$ cat src/rtl/pwm_dac_pkg.sv
// Shared types and default widths for the PWM / R2R DAC transmit path.
package pwm_dac_pkg;
  localparam int DEF_DATA_W     = 8;
  localparam int DEF_PRESCALE   = 1;
  localparam int DEF_FIFO_DEPTH = 4;

  typedef enum logic [1:0] {
    IDLE = 2'd0,
    ARM  = 2'd1,
    RUN  = 2'd2,
    STOP = 2'd3
  } dac_state_t;
endpackage

$ cat src/rtl/pwm_dac_transmitter_fifo.sv
// Synchronous sample FIFO; full/empty derive only from the registered level.
module sample_fifo #(
  parameter int W     = 8,
  parameter int DEPTH = 4
) (
  input  logic                     clk,
  input  logic                     rst,
  input  logic                     push,
  input  logic [W-1:0]             push_data,
  input  logic                     pop,
  output logic [W-1:0]             pop_data,
  output logic                     full,
  output logic                     empty,
  output logic [$clog2(DEPTH):0]   level
);
  localparam int AW = $clog2(DEPTH);
  localparam int LW = AW + 1;

  logic [W-1:0]  mem [DEPTH];
  logic [AW-1:0] wr_ptr;
  logic [AW-1:0] rd_ptr;
  logic          do_push;
  logic          do_pop;

  assign full     = (level == LW'(DEPTH));
  assign empty    = (level == '0);
  assign do_push  = push && !full;
  assign do_pop   = pop && !empty;
  assign pop_data = mem[rd_ptr];

  // Pointers wrap naturally because DEPTH is a power of two.
  always_ff @(posedge clk or negedge rst) begin
    if (!rst) begin
      wr_ptr <= '0;
      rd_ptr <= '0;
      level  <= '0;
    end else begin
      if (do_push) wr_ptr <= wr_ptr + 1'b1;
      if (do_pop)  rd_ptr <= rd_ptr + 1'b1;
      case ({do_push, do_pop})
        2'b10:   level <= level + 1'b1;
        2'b01:   level <= level - 1'b1;
        default: level <= level;
      endcase
    end
  end

  always_ff @(posedge clk) begin
    if (do_push) mem[wr_ptr] <= push_data;
  end
endmodule

$ cat src/rtl/pwm_dac_transmitter.sv
// PWM + R2R DAC transmitter: one buffered code per PWM period, swapped only at period boundaries.
module pwm_dac_transmitter
  import pwm_dac_pkg::*;
#(
  parameter int DATA_W     = DEF_DATA_W,
  parameter int PRESCALE   = DEF_PRESCALE,
  parameter int FIFO_DEPTH = DEF_FIFO_DEPTH
) (
  input  logic                          clk,
  input  logic                          rst,
  input  logic                          enable,
  input  logic [DATA_W-1:0]             sample_data,
  input  logic                          sample_valid,
  output logic                          sample_ready,
  output logic                          pwm_out,
  output logic [DATA_W-1:0]             r2r_out,
  output logic [DATA_W-1:0]             active_code,
  output logic                          period_start,
  output logic                          underrun,
  output logic [$clog2(FIFO_DEPTH):0]   fifo_level,
  output dac_state_t                    dbg_state
);
  localparam int PW = (PRESCALE > 1) ? $clog2(PRESCALE) : 1;

  // Stream handshake: a sample transfers on a rising edge where sample_valid && sample_ready;
  // sample_ready is !full of the registered level, so a same-cycle pop never raises it.
  logic              push;
  logic              pop;
  logic [DATA_W-1:0] fifo_dout;
  logic              fifo_full;
  logic              fifo_empty;

  dac_state_t        state_q;
  dac_state_t        state_d;
  logic [PW-1:0]     presc;
  logic [DATA_W-1:0] counter;
  logic              running;
  logic              tick;
  logic              boundary;
  logic              start_d;
  logic              under_d;

  assign sample_ready = !fifo_full;
  assign push         = sample_valid && sample_ready;
  assign running      = (state_q == RUN) || (state_q == STOP);
  assign tick         = running && (presc == PW'(PRESCALE - 1));
  assign boundary     = tick && (counter == '1);
  assign dbg_state    = state_q;

  sample_fifo #(
    .W     (DATA_W),
    .DEPTH (FIFO_DEPTH)
  ) u_fifo (
    .clk       (clk),
    .rst       (rst),
    .push      (push),
    .push_data (sample_data),
    .pop       (pop),
    .pop_data  (fifo_dout),
    .full      (fifo_full),
    .empty     (fifo_empty),
    .level     (fifo_level)
  );

  always_ff @(posedge clk or negedge rst) begin
    if (!rst) state_q <= IDLE;
    else      state_q <= state_d;
  end

  // A boundary with enable low ends the run without popping; STOP with enable high resumes RUN.
  always_comb begin
    state_d = state_q;
    pop     = 1'b0;
    start_d = 1'b0;
    under_d = 1'b0;
    case (state_q)
      IDLE: begin
        if (enable) state_d = ARM;
      end
      ARM: begin
        if (!enable) begin
          state_d = IDLE;
        end else if (!fifo_empty) begin
          pop     = 1'b1;
          start_d = 1'b1;
          state_d = RUN;
        end
      end
      RUN, STOP: begin
        if (boundary) begin
          if (enable) begin
            state_d = RUN;
            start_d = 1'b1;
            if (!fifo_empty) pop = 1'b1;
            else             under_d = 1'b1;
          end else begin
            state_d = IDLE;
          end
        end else begin
          state_d = enable ? RUN : STOP;
        end
      end
      default: state_d = IDLE;
    endcase
  end

  always_ff @(posedge clk or negedge rst) begin
    if (!rst) begin
      presc        <= '0;
      counter      <= '0;
      pwm_out      <= 1'b0;
      active_code  <= '0;
      r2r_out      <= '0;
      period_start <= 1'b0;
      underrun     <= 1'b0;
    end else begin
      period_start <= start_d;
      underrun     <= under_d;
      pwm_out      <= running && (counter < active_code);
      if (pop) begin
        active_code <= fifo_dout;
        r2r_out     <= fifo_dout;
      end
      if (!running) begin
        presc   <= '0;
        counter <= '0;
      end else if (tick) begin
        presc   <= '0;
        counter <= counter + 1'b1;
      end else begin
        presc   <= presc + 1'b1;
      end
    end
  end
endmodule

$ cat config.mk
export PLATFORM = sky130hd
export DESIGN_NAME = pwm_dac_transmitter
export DESIGN_NICKNAME = d
export VERILOG_FILES = /design/src/rtl/pwm_dac_pkg.sv /design/src/rtl/pwm_dac_transmitter_fifo.sv /design/src/rtl/pwm_dac_transmitter.sv
export SDC_FILE = /design/constraint.sdc
export NUM_CORES = 1
export LEC_CHECK = 0
export BUFFER_PORTS_ARGS = -buffer_cell sky130_fd_sc_hd__buf_2
export CORE_AREA = 10 10 74 101
export CTS_BUF_LIST = sky130_fd_sc_hd__clkbuf_2 sky130_fd_sc_hd__clkbuf_4 sky130_fd_sc_hd__clkbuf_8
export DETAILED_ROUTE_END_ITERATION = 16
export DIE_AREA = 0 0 84 111
export GPL_TIMING_DRIVEN = 0
export PLACE_DENSITY = 0.69
export SLEW_MARGIN = 20
export SYNTH_ARGS = -nofsm -noshare
export SYNTH_HDL_FRONTEND = slang
export SYNTH_SLANG_ARGS = --single-unit
$ cat constraint.sdc
create_clock -name clk -period 7.72 [get_ports clk]
set_clock_uncertainty 0.05 [all_clocks]
set_input_delay 0.386 -clock clk [delete_from_list [all_inputs] [get_ports clk]]
set_output_delay 0.386 -clock clk [all_outputs]
set_load 0.03 [all_outputs]
**Word level (Yosys, flattened, before mapping)**

Memory sizes are Yosys's and may differ from the RTL's. A register that Yosys moved wholly into a read port is not among the register bits.
Index checks and enable logic that the tools add are counted.

- Output and inout port bits: 25
- Logic and storage cells: 68
- Input bits: 12
- Memory bits (writable): 32
- Flip-flop bits (word level): 21
- Memories: 1

- Muxes and demuxes: 25
- Equal/unequal tests: 10
- Reduce and logical (&&, ||, !) cells: 15
- Bitwise logic cells: 1
- Magnitude comparators: 1
- Add/sub/neg operators: 6

Memories:

| memory | depth | bits a word | rd ports | clocked after memory_dff | wr ports | line | RTL |
|---|---|---|---|---|---|---|---|
| u_fifo.mem | 4 | 8 | 1 | 1 | 1 | pwm_dac_transmitter_fifo.sv:19 | `logic [W-1:0] mem [DEPTH];` |

Operator list:

| kind | number |
|---|---|
| 2-to-1 mux 8 bit | 2 |
| 2-to-1 mux 1 bit | 14 |
| 2-to-1 mux 2 bit | 5 |
| adder 8 x 1 -> 8 bit (second input constant) | 1 |
| equality test 8 bit (second input constant) | 1 |
| < comparator 8 bit | 1 |
| equality test 2 bit (second input constant) | 3 |
| logical AND 1 bit | 6 |
| case mux 2 bit (3 select lines) | 1 |
| case mux 3 bit (2 select lines) | 1 |
| adder 2 x 1 -> 2 bit (second input constant) | 2 |
| equality test 2 x 1 -> 1 bit (second input constant) | 2 |
| case mux 1 bit (2 select lines) | 2 |
| adder 3 x 1 -> 3 bit (second input constant) | 1 |
| equality test 3 bit (second input constant) | 1 |
| zero test 1 bit | 3 |
| zero test 3 bit | 1 |
| != test 3 bit (second input constant) | 1 |
| subtractor 3 x 1 -> 3 bit (second input constant) | 1 |
| zero test 2 bit | 1 |
| != test 2 x 1 -> 1 bit (second input constant) | 1 |
| != test 2 bit (second input constant) | 1 |
| AND reduction 2 bit | 1 |
| nonzero test 2 bit | 1 |
| 4 further kinds | 4 |

**Depth between registers and ports, before layout**

Gate-level depths: netlist of run 1.

- Depth after elaboration: 9
- Mapped depth: 10
- Gate-level depth less buffers: 10

**By module**

From an unflattened synthesis of run 1, not the netlist that was laid out.

- Cell total of the unflattened synthesis: 188
- Area total of the unflattened synthesis: 2797.7 sq um

By module, submodules not included:

| module | cells each | instances | area an instance (sq um) |
|---|---|---|---|
| sample_fifo | 80 | 1 | 1584.0 |
| pwm_dac_transmitter | 108 | 1 | 1213.7 |

**Worst setup path after synthesis of run 1**

OpenSTA, ideal clock, no wires.

- Path type: reg2reg
- Start: reg u_fifo.level[0]
- End: reg u_fifo.level[2]
- Cell stages (with the launch flop): 11
- Required time: 7590 ps
- Setup slack: 5286 ps
- Arrival time: 2304 ps
- Setup time: 80 ps
- Cell sequence: dfrtp_1 > inv_1 > nand3_1 > and2_1 > inv_1 > ha_1 > inv_1 > fa_1 > xor2_1 > nor2_1 > xor2_1

- Elaborated cells on any way between the ends: 17
- Classes of those cells: add/sub: 2; eq/ne: 3; mux: 5; reduce/logical: 7

RTL lines:

| element | line | RTL |
|---|---|---|
| start, declared | pwm_dac_transmitter_fifo.sv:14 | `output logic [$clog2(DEPTH):0] level` |
| start signal, assigned | pwm_dac_transmitter_fifo.sv:41 | `2'b10: level <= level + 1'b1;` |
| start signal, assigned | pwm_dac_transmitter_fifo.sv:42 | `2'b01: level <= level - 1'b1;` |
| start signal, assigned | pwm_dac_transmitter_fifo.sv:43 | `default: level <= level;` |
| equality test 3 bit * | pwm_dac_transmitter_fifo.sv:25 | `assign full = (level == LW'(DEPTH));` |
| zero test 1 bit * | pwm_dac_transmitter.sv:43 | `assign sample_ready = !fifo_full;` |
| named net sample_ready | pwm_dac_transmitter.sv:14 | `output logic sample_ready,` |
| logical AND 1 bit | pwm_dac_transmitter.sv:44 | `assign push = sample_valid && sample_ready;` |
| logical AND 1 bit * | pwm_dac_transmitter_fifo.sv:27 | `assign do_push = push && !full;` |
| equality test 2 x 1 -> 1 bit / equality test 2 bit (equally long branches) | pwm_dac_transmitter_fifo.sv:40 | `case ({do_push, do_pop})` |
| case mux 3 bit (2 select lines) / nonzero test 2 bit (equally long branches) | n/a |  |

The timed path passes the listed nets; every way through them passes the cells marked *.
A chain may end at the register's enable or synchronous reset.

**Worst setup path after layout of run 1**

- Start: reg counter[0]
- End: reg u_fifo.level[2]

- Word-level cells in the longest chain between the ends: 7
- Elaborated cells on any way between the ends: 9
- Classes of those cells: eq/ne: 3; mux: 3; reduce/logical: 3

Ends and longest elaborated chain:

| element | line | RTL |
|---|---|---|
| start, declared | pwm_dac_transmitter.sv:36 | `logic [DATA_W-1:0] counter;` |
| start signal, assigned | pwm_dac_transmitter.sv:129 | `counter <= counter + 1'b1;` |
| equality test 8 bit * | pwm_dac_transmitter.sv:47 | `assign boundary = tick && (counter == '1);` |
| logical AND 1 bit * | pwm_dac_transmitter.sv:47 |  |
| 2-to-1 mux 1 bit * | pwm_dac_transmitter.sv:90 | `if (boundary) begin` |
| case mux 1 bit (2 select lines) * | pwm_dac_transmitter.sv:76 | `case (state_q)` |
| logical AND 1 bit * | pwm_dac_transmitter_fifo.sv:28 | `assign do_pop = pop && !empty;` |
| named net u_fifo.do_pop | pwm_dac_transmitter_fifo.sv:23 | `logic do_pop;` |
| equality test 2 x 1 -> 1 bit / equality test 2 bit (equally long branches) | pwm_dac_transmitter_fifo.sv:40 |  |
| case mux 3 bit (2 select lines) / nonzero test 2 bit (equally long branches) | n/a |  |

Marks and branches as above.

==> impl_metrics.ini, run 1 <==
[drt]
post-route-drc-count = 0
drt-vias-per-instance = 5.01
m1WireLength_um = 1880
detail-route-antenna-nets = 0
met3WireLength_um = 245
route.met2.wl_um = 2490
dr.max_layer_used = met4
wirelength_um = 4690
wire_per_inst_um = 15.2
routed-via-count = 1544
drt_first_iter_violations = 83
drt_pre_antenna_iters = 4

[global_route]
grt_start_max_net_pins = 30
antenna_found_initial = 0
groute.usage.overall_pct = 10.7
grt_pass1_vias = 1711
grt_pass1_wl_um = 8170
grt_remaining_overflow = 0

[clock_network]
cts-resized-gates = 0
holdBufCountCts = 0
post_cts_buffers = 0
cts.sinks = 61
h_tree_depth = 3
clock_insertion_delay_worst_skew_ns = 0.33
cts.root.buffer_cell = sky130_fd_sc_hd__clkbuf_8
path_clk_slew_ns = 0.07
tritoncts_clock_tree = built
cts-buffers-inserted = 9
worst_case_clock_buffer_depth = 2

[worst_setup_path]
timing.reg2reg.setup_slack_ns = 5.01
rr_endpoint = u_fifo.level[2]
criticalPathCategory = reg2reg
cp_slowest_stage_delay_ns = 0.45
worst_ep_arrival_time_ns = 2.92
series_of_cell_instances_along_the_critical_path = ha_1 -> and3_1 -> nand4_4 -> a21oi_4 -> ha_1 -> inv_1 -> fa_1 -> xor2_1 -> nor2_1 -> xor2_1
worstRegToRegCells = 10
critPathLaunchType = flop
cp_slowest_cell = sky130_fd_sc_hd__dfrtp_1
timing.critical_path.required_ns = 7.92
crit_path_end_kind = flop
crit-reg2reg-launch = counter[0]
timing.critical_path.fanout_max = 10

[floorplan]
die_x_um = 84
design.die.area_um2 = 9320
dieHeight_um = 111
core_area_um2 = 5700
io-pin-count = 37
row_count = 33
initial_utilization_pct = 48.2

[yosys]
post_synth_instance_area_um2 = 2740
syn_warnings = 0
synth-compound-area-share_pct = 3.28
synth_top_area_share_pct = 35.0
ys_ff_latch = 61
count_of_mapped_cells_out_of_synthesis = 187
synth_top_family_by_area = multiplexers
synth_adder_area_share_pct = 6.66
mappedNetlistNets = 213
synth_sequential_area_ratio_pct = 61.5
ys_types = 34
synth_mux_area_share_pct = 10.6
synth_area_leaders = sky130_fd_sc_hd__edfxtp_1 35%, sky130_fd_sc_hd__dfrtp_1 26%, sky130_fd_sc_hd__mux4_2 6.6%
post_synth.cell_area_avg_um2 = 14.7
synth_simple_gate_area_share_pct = 9.03
synth_xor_xnor_area_share_pct = 4.15
netlist.top_cell.by_area = sky130_fd_sc_hd__edfxtp_1

[place]
dp.cells = 293
globalplace.congestion = 0.785
portBuffers = 36
post-dp-hpwl_um = 3510
postPlaceCellArea_um2 = 3010

[timing]
slew_violations = 0
relSlewSlack_pct = 48.4
achievable-frequency_mhz = 368
setup_viol = 0
finalWorstPathRequiredPeriod_ns = 2.71
worst_hold_slack_ns = 0.0241
worst-slew-pin-transition_ns = 0.773
layout_worst_path_cycle_share_pct = 35.2
finalHoldViolations = 0
rsz0062_at_grt = false
fin_tns_setup_ns = 0

[pwr]
leakage_power_uw = 0.00138
ir_worst_vdd_v = 0.000189
power_per_cell_area_nw_per_um2 = 392

[cells_and_area]
num_antenna_cells = 0
nets = 260
area_delta_synth_final_pct = 17.5
final_area_um2 = 3220
post_route_cells_drive_above_1_share_pct = 33.6
final_cells = 308
fin_util_pct = 56.6

[worst_hold_path]
hold_class = in2async

[run]
max-cap-violations = 0

[status]
status = complete, no violations
-- worst max-delay path, delay by kind of cell, from the launching register on --
kind | cells | cell delay [ns]
compound gates | 1 | 0.38
flops | 1 | 0.45
fa+ha+maj | 3 | 0.88
simple gates | 3 | 0.51
xor+xnor | 2 | 0.31
buf+inv | 1 | 0.06
-- state kept, by name, indices dropped and copies added, names as in the netlist --
signal	flops
active_code	8
counter	8
dbg_state	2
period_start	1
presc	1
pwm_out	1
u_fifo.level	3
u_fifo.mem	32
u_fifo.rd_ptr	2
u_fifo.wr_ptr	2
underrun	1
-- layout make-up --
| class | instances | area (um^2) |
|---|---|---|
| fillers | 465 | 2470 |
| flip-flops and latches | 61 | 1690 |
| multi-input cells | 100 | 930 |
| repair buffers | 36 | 180 |
| clock buffers | 9 | 124 |
| clock inverters | 6 | 88.8 |
| well taps | 70 | 87.6 |
| plain buffers | 12 | 75.1 |
| inverters | 14 | 52.6 |
-- Yosys cell counts --
| cell type | count |
|---|---|
| sky130_fd_sc_hd__and2b_1 | 1 |
| sky130_fd_sc_hd__and2_1 | 8 |
| sky130_fd_sc_hd__a21oi_1 | 4 |
| sky130_fd_sc_hd__dfrtp_1 | 29 |
| sky130_fd_sc_hd__ha_1 | 13 |
| sky130_fd_sc_hd__a31oi_1 | 2 |
| sky130_fd_sc_hd__clkbuf_1 | 2 |
| sky130_fd_sc_hd__nor3_1 | 1 |
| sky130_fd_sc_hd__buf_4 | 8 |
| sky130_fd_sc_hd__fa_1 | 1 |
| sky130_fd_sc_hd__and4b_2 | 1 |
| sky130_fd_sc_hd__or3_1 | 1 |
| sky130_fd_sc_hd__a211oi_1 | 1 |
| sky130_fd_sc_hd__a31o_2 | 1 |
| sky130_fd_sc_hd__and3_1 | 6 |
| sky130_fd_sc_hd__nor2b_1 | 2 |
| sky130_fd_sc_hd__xnor2_1 | 9 |
| sky130_fd_sc_hd__nand2b_1 | 3 |
| sky130_fd_sc_hd__a21oi_4 | 1 |
| sky130_fd_sc_hd__xor2_1 | 4 |
| sky130_fd_sc_hd__nand3b_1 | 1 |
| sky130_fd_sc_hd__buf_1 | 2 |
| sky130_fd_sc_hd__nand3_1 | 8 |
| sky130_fd_sc_hd__nand4_4 | 1 |
| sky130_fd_sc_hd__mux4_2 | 8 |
| sky130_fd_sc_hd__a41o_1 | 1 |
| sky130_fd_sc_hd__edfxtp_1 | 32 |
| sky130_fd_sc_hd__conb_1 | 1 |
| sky130_fd_sc_hd__mux2i_1 | 1 |
| sky130_fd_sc_hd__o21ai_0 | 3 |
| sky130_fd_sc_hd__nand2_1 | 5 |
| sky130_fd_sc_hd__mux2_2 | 9 |
| sky130_fd_sc_hd__nor2_1 | 3 |
| sky130_fd_sc_hd__inv_1 | 14 |
-- power by group --
part | switching (uW) | leakage (uW) | internal [uW]
sequential | 62.5 | 0.000649 | 436
combinational | 268 | 0.000629 | 196
clock | 122 | 0.000101 | 180
-- layer usage --
layer / up-vias / GRT usage, %
li1: 750 / -
met1: 756 / 11.2
met2: 32 / 18.7
met3: 6 / 3.82
met4: 0 / 4.93
met5: - / 0
-- per-stage QoR --
step / power, uW / setup slack, ns
after floorplan: 847 / 5.29
after global placement: 965 / 5.05
final: 1260 / 5.01
after global routing: 1350 / 4.75
after CTS: 1280 / 4.97
after detailed placement: 981 / 4.99
-- cell families (layout without fill, tap and decap cells) --
kind of cell / after synthesis / in the layout
xor gates and xnor gates: 13 / 13
adders and majority gates: 14 / 14
DFF: 61 / 61
other: 1 / 1
buffers and inverters: 26 / 77
and+or+nand+nor: 41 / 41
muxes: 18 / 18
AOI/OAI and AO/OA: 13 / 13
-- how the worst max path moves through the flow --
stage,start,to,slack (ns),depth (start not counted)
after global routing,counter[1],u_fifo.level[2],4.75,10
after global placement,counter[0],u_fifo.level[2],5.05,10
final,counter[0],u_fifo.level[2],5.01,10
after floorplan,u_fifo.level[0],u_fifo.level[2],5.29,10
after detailed placement,counter[1],u_fifo.level[2],4.99,10
after CTS,counter[0],u_fifo.level[2],4.97,10
-- cells in the final DEF (no fill, tap or decap), types with 2 or more instances in the layout --
cell / Yosys / final
sky130_fd_sc_hd__buf_2: 0 / 36
sky130_fd_sc_hd__edfxtp_1: 32 / 32
sky130_fd_sc_hd__dfrtp_1: 29 / 29
sky130_fd_sc_hd__inv_1: 14 / 14
sky130_fd_sc_hd__ha_1: 13 / 13
sky130_fd_sc_hd__xnor2_1: 9 / 9
sky130_fd_sc_hd__mux2_2: 9 / 9
sky130_fd_sc_hd__clkbuf_8: 0 / 9
sky130_fd_sc_hd__nand3_1: 8 / 8
sky130_fd_sc_hd__and2_1: 8 / 8
sky130_fd_sc_hd__mux4_2: 8 / 8
sky130_fd_sc_hd__buf_4: 8 / 8
sky130_fd_sc_hd__and3_1: 6 / 6
sky130_fd_sc_hd__nand2_1: 5 / 5
sky130_fd_sc_hd__a21oi_1: 4 / 4
sky130_fd_sc_hd__xor2_1: 4 / 4
sky130_fd_sc_hd__nand2b_1: 3 / 3
sky130_fd_sc_hd__o21ai_0: 3 / 3
sky130_fd_sc_hd__nor2_1: 3 / 3
sky130_fd_sc_hd__clkbuf_1: 2 / 2
sky130_fd_sc_hd__nor2b_1: 2 / 2
sky130_fd_sc_hd__a31oi_1: 2 / 2
sky130_fd_sc_hd__buf_1: 2 / 2
sky130_fd_sc_hd__bufinv_16: 0 / 2
sky130_fd_sc_hd__clkinvlp_4: 0 / 2
Power figures use the tool's default switching activity.
==> run 2: changes to the inputs <==
--- a/config.mk
+++ b/config.mk
@@ -11,7 +11,7 @@
 export DETAILED_ROUTE_END_ITERATION = 16
 export DIE_AREA = 0 0 84 111
 export GPL_TIMING_DRIVEN = 0
-export PLACE_DENSITY = 0.69
+export PLACE_DENSITY = 0.72
 export SLEW_MARGIN = 20
 export SYNTH_ARGS = -nofsm -noshare
 export SYNTH_HDL_FRONTEND = slang
==> constraint.sdc (replaced) <==
create_clock -name clk -period 2.2 [get_ports clk]
set_clock_uncertainty 0.05 [all_clocks]
set_input_delay 0.11 -clock clk [delete_from_list [all_inputs] [get_ports clk]]
set_output_delay 0.11 -clock clk [all_outputs]
set_load 0.03 [all_outputs]
==> run 2 against run 1 <==
  * Largest cell class unchanged
  * Sequential power increased to 3.5 times the previous value
  * Die area unchanged
  * Utilization rose by 3.1 points
==> impl_metrics.ini, run 2 (synthesis results as in run 1) <==
[drt]
drt-vias-per-instance = 4.94
wire_per_inst_um = 14.7
wirelength_um = 4810
drt_pre_antenna_iters = 3
routed-via-count = 1621
post-route-drc-count = 0
detail-route-antenna-nets = 0
drt_first_iter_violations = 56

[clock_network]
path_clk_slew_ns = 0.07
worst_case_clock_buffer_depth = 2
h_tree_depth = 3
tritoncts_clock_tree = built
cts.sinks = 61
cts-buffers-inserted = 9
clock_insertion_delay_worst_skew_ns = 0.33
cts.root.buffer_cell = sky130_fd_sc_hd__clkbuf_8

[worst_setup_path]
timing.critical_path.fanout_max = 4
timing.critical_path.required_ns = 2.41
timing.reg2reg.setup_slack_ns = 0.09
critPathLaunchType = flop
worst_ep_arrival_time_ns = 2.33
crit_path_end_kind = flop
criticalPathCategory = reg2reg

[pwr]
ir_worst_vdd_v = 0.000584
leakage_power_uw = 0.00144
power_per_cell_area_nw_per_um2 = 1290

[timing]
layout_worst_path_cycle_share_pct = 96.0
relSlewSlack_pct = 45.6
slew_violations = 0
finalWorstPathRequiredPeriod_ns = 2.11
achievable-frequency_mhz = 473
setup_viol = 0
worst-slew-pin-transition_ns = 0.816
finalHoldViolations = 0
rsz0062_at_grt = false
fin_tns_setup_ns = 0

[floorplan]
core_area_um2 = 5700
row_count = 33
dieHeight_um = 111
initial_utilization_pct = 48.2
die_x_um = 84
design.die.area_um2 = 9320
io-pin-count = 37

[place]
portBuffers = 36
globalplace.congestion = 0.741
post-dp-hpwl_um = 3430
dp.cells = 293

[status]
status = complete, no violations

[cells_and_area]
seq_area_um2 = 1690
nets = 279
footprint_of_the_multi_input_gates_um2 = 967
final_cells = 328
final_common_cell = sky130_fd_sc_hd__buf_2
area_delta_synth_final_pct = 23.9
final_cell_mix = 36 x sky130_fd_sc_hd__buf_2, 32 x sky130_fd_sc_hd__edfxtp_1, 27 x sky130_fd_sc_hd__dfrtp_1, 18 x sky130_fd_sc_hd__buf_4, 12 x sky130_fd_sc_hd__inv_1
fill_cells = 456
reg_top3 = u_fifo.mem x32, active_code x8, counter x8
post_route_cells_drive_above_1_share_pct = 38.8
num_antenna_cells = 0
fin_util_pct = 59.7
largest_register = u_fifo.mem
largest_register_ffs = 32

[global_route]
grt_remaining_overflow = 0
grt_pass1_vias = 1725
grt_pass1_wl_um = 8380
antenna_found_initial = 0
grt_start_max_net_pins = 30
groute.usage.overall_pct = 11.3

[worst_hold_path]
hold_class = in2reg

[run]
max-cap-violations = 0
==> run 2: cell types whose count changed in the layout (fill, tap and decap cells not counted), moves of 2 or more <==
cell                            change
sky130_fd_sc_hd__dlygate4sd3_1     +10
sky130_fd_sc_hd__dfrtp_1            -2
sky130_fd_sc_hd__inv_2              +2
sky130_fd_sc_hd__ha_1               -2
sky130_fd_sc_hd__clkinvlp_4         +2
sky130_fd_sc_hd__ha_4               +2
sky130_fd_sc_hd__inv_1              -2
sky130_fd_sc_hd__dfrtp_2            +2
sky130_fd_sc_hd__bufinv_16          -2
sky130_fd_sc_hd__buf_4             +10
==> run 2: layer usage <==
metal,wire (um),share of wire [%],vias up,global-route usage (%)
met5,0,0,-,0
met4,93,1.9,0,5.60
met3,155,3.2,9,4.12
met2,2660,55,22,19.9
met1,1900,40,796,11.3
li1,-,-,794,-
==> run 2: final timing paths <==
check / start / end / depth (start not counted)
min in group asynchronous: rst / underrun / 2
worst min-delay path: sample_valid / u_fifo.wr_ptr[0] / 3
worst max register to register: counter[1] / u_fifo.level[2] / 10
max in group asynchronous: rst / counter[1] / 2
worst min register to register: u_fifo.level[2] / u_fifo.level[2] / 1
worst max-delay path: counter[1] / u_fifo.level[2] / 10
==> run 2: stage by stage <==
step           total power [uW]  worst slack (ns)  hold slack (ns)  area [um^2]
2_1_floorplan              2990            -0.152           -0.236         2770
3_3_place_gp               3420            -0.413            0.129         3040
3_5_place_dp               3480            -0.413            0.130         3040
4_1_cts                    4410           0.00119            0.133         3370
5_1_grt                    4720           0.00403            0.181         3400
6_report                   4380            0.0874            0.139         3400
==> run 2: timing repair <==
action / CTS / global route
endpoints found under the setup margin: 2 / 1
hold endpoints to repair: 62 / 0
pin swaps: 1 / 1
hold buffers: 10 / 0
gates resized for setup: 3 / 1
buffers inserted: 5 / 5
==> run 2: final cells by class <==
type,count,area share (%)
Multi-Input combinational cell,100,28.5
Inverter,14,1.55
Buffer,11,2.10
Clock buffer,9,3.64
Sequential cell,61,49.7
Tap cell,70,2.58
Timing Repair Buffer,56,10.5
Clock inverter,7,1.55
==> run 2: critical path, stage by stage (launching register included) <==
cell                      delay [ns]
sky130_fd_sc_hd__dfrtp_2        0.39
sky130_fd_sc_hd__ha_4           0.16
sky130_fd_sc_hd__and3_4         0.18
sky130_fd_sc_hd__nand4_4        0.12
sky130_fd_sc_hd__a21oi_4        0.19
sky130_fd_sc_hd__ha_4           0.16
sky130_fd_sc_hd__inv_2          0.04
sky130_fd_sc_hd__fa_2           0.34
sky130_fd_sc_hd__xor2_1         0.14
sky130_fd_sc_hd__nor2_1         0.12
sky130_fd_sc_hd__xor2_1         0.14
==> run 2: power by group <==
| group | switching (uW) | internal, uW | leakage [uW] | total [uW] |
|---|---|---|---|---|
| clock | 447 | 408 | 0.0000774 | 855 |
| combinational | 993 | 797 | 0.000715 | 1790 |
| sequential | 204 | 1530 | 0.000647 | 1740 |
| total | 1640 | 2740 | 0.00144 | 4380 |
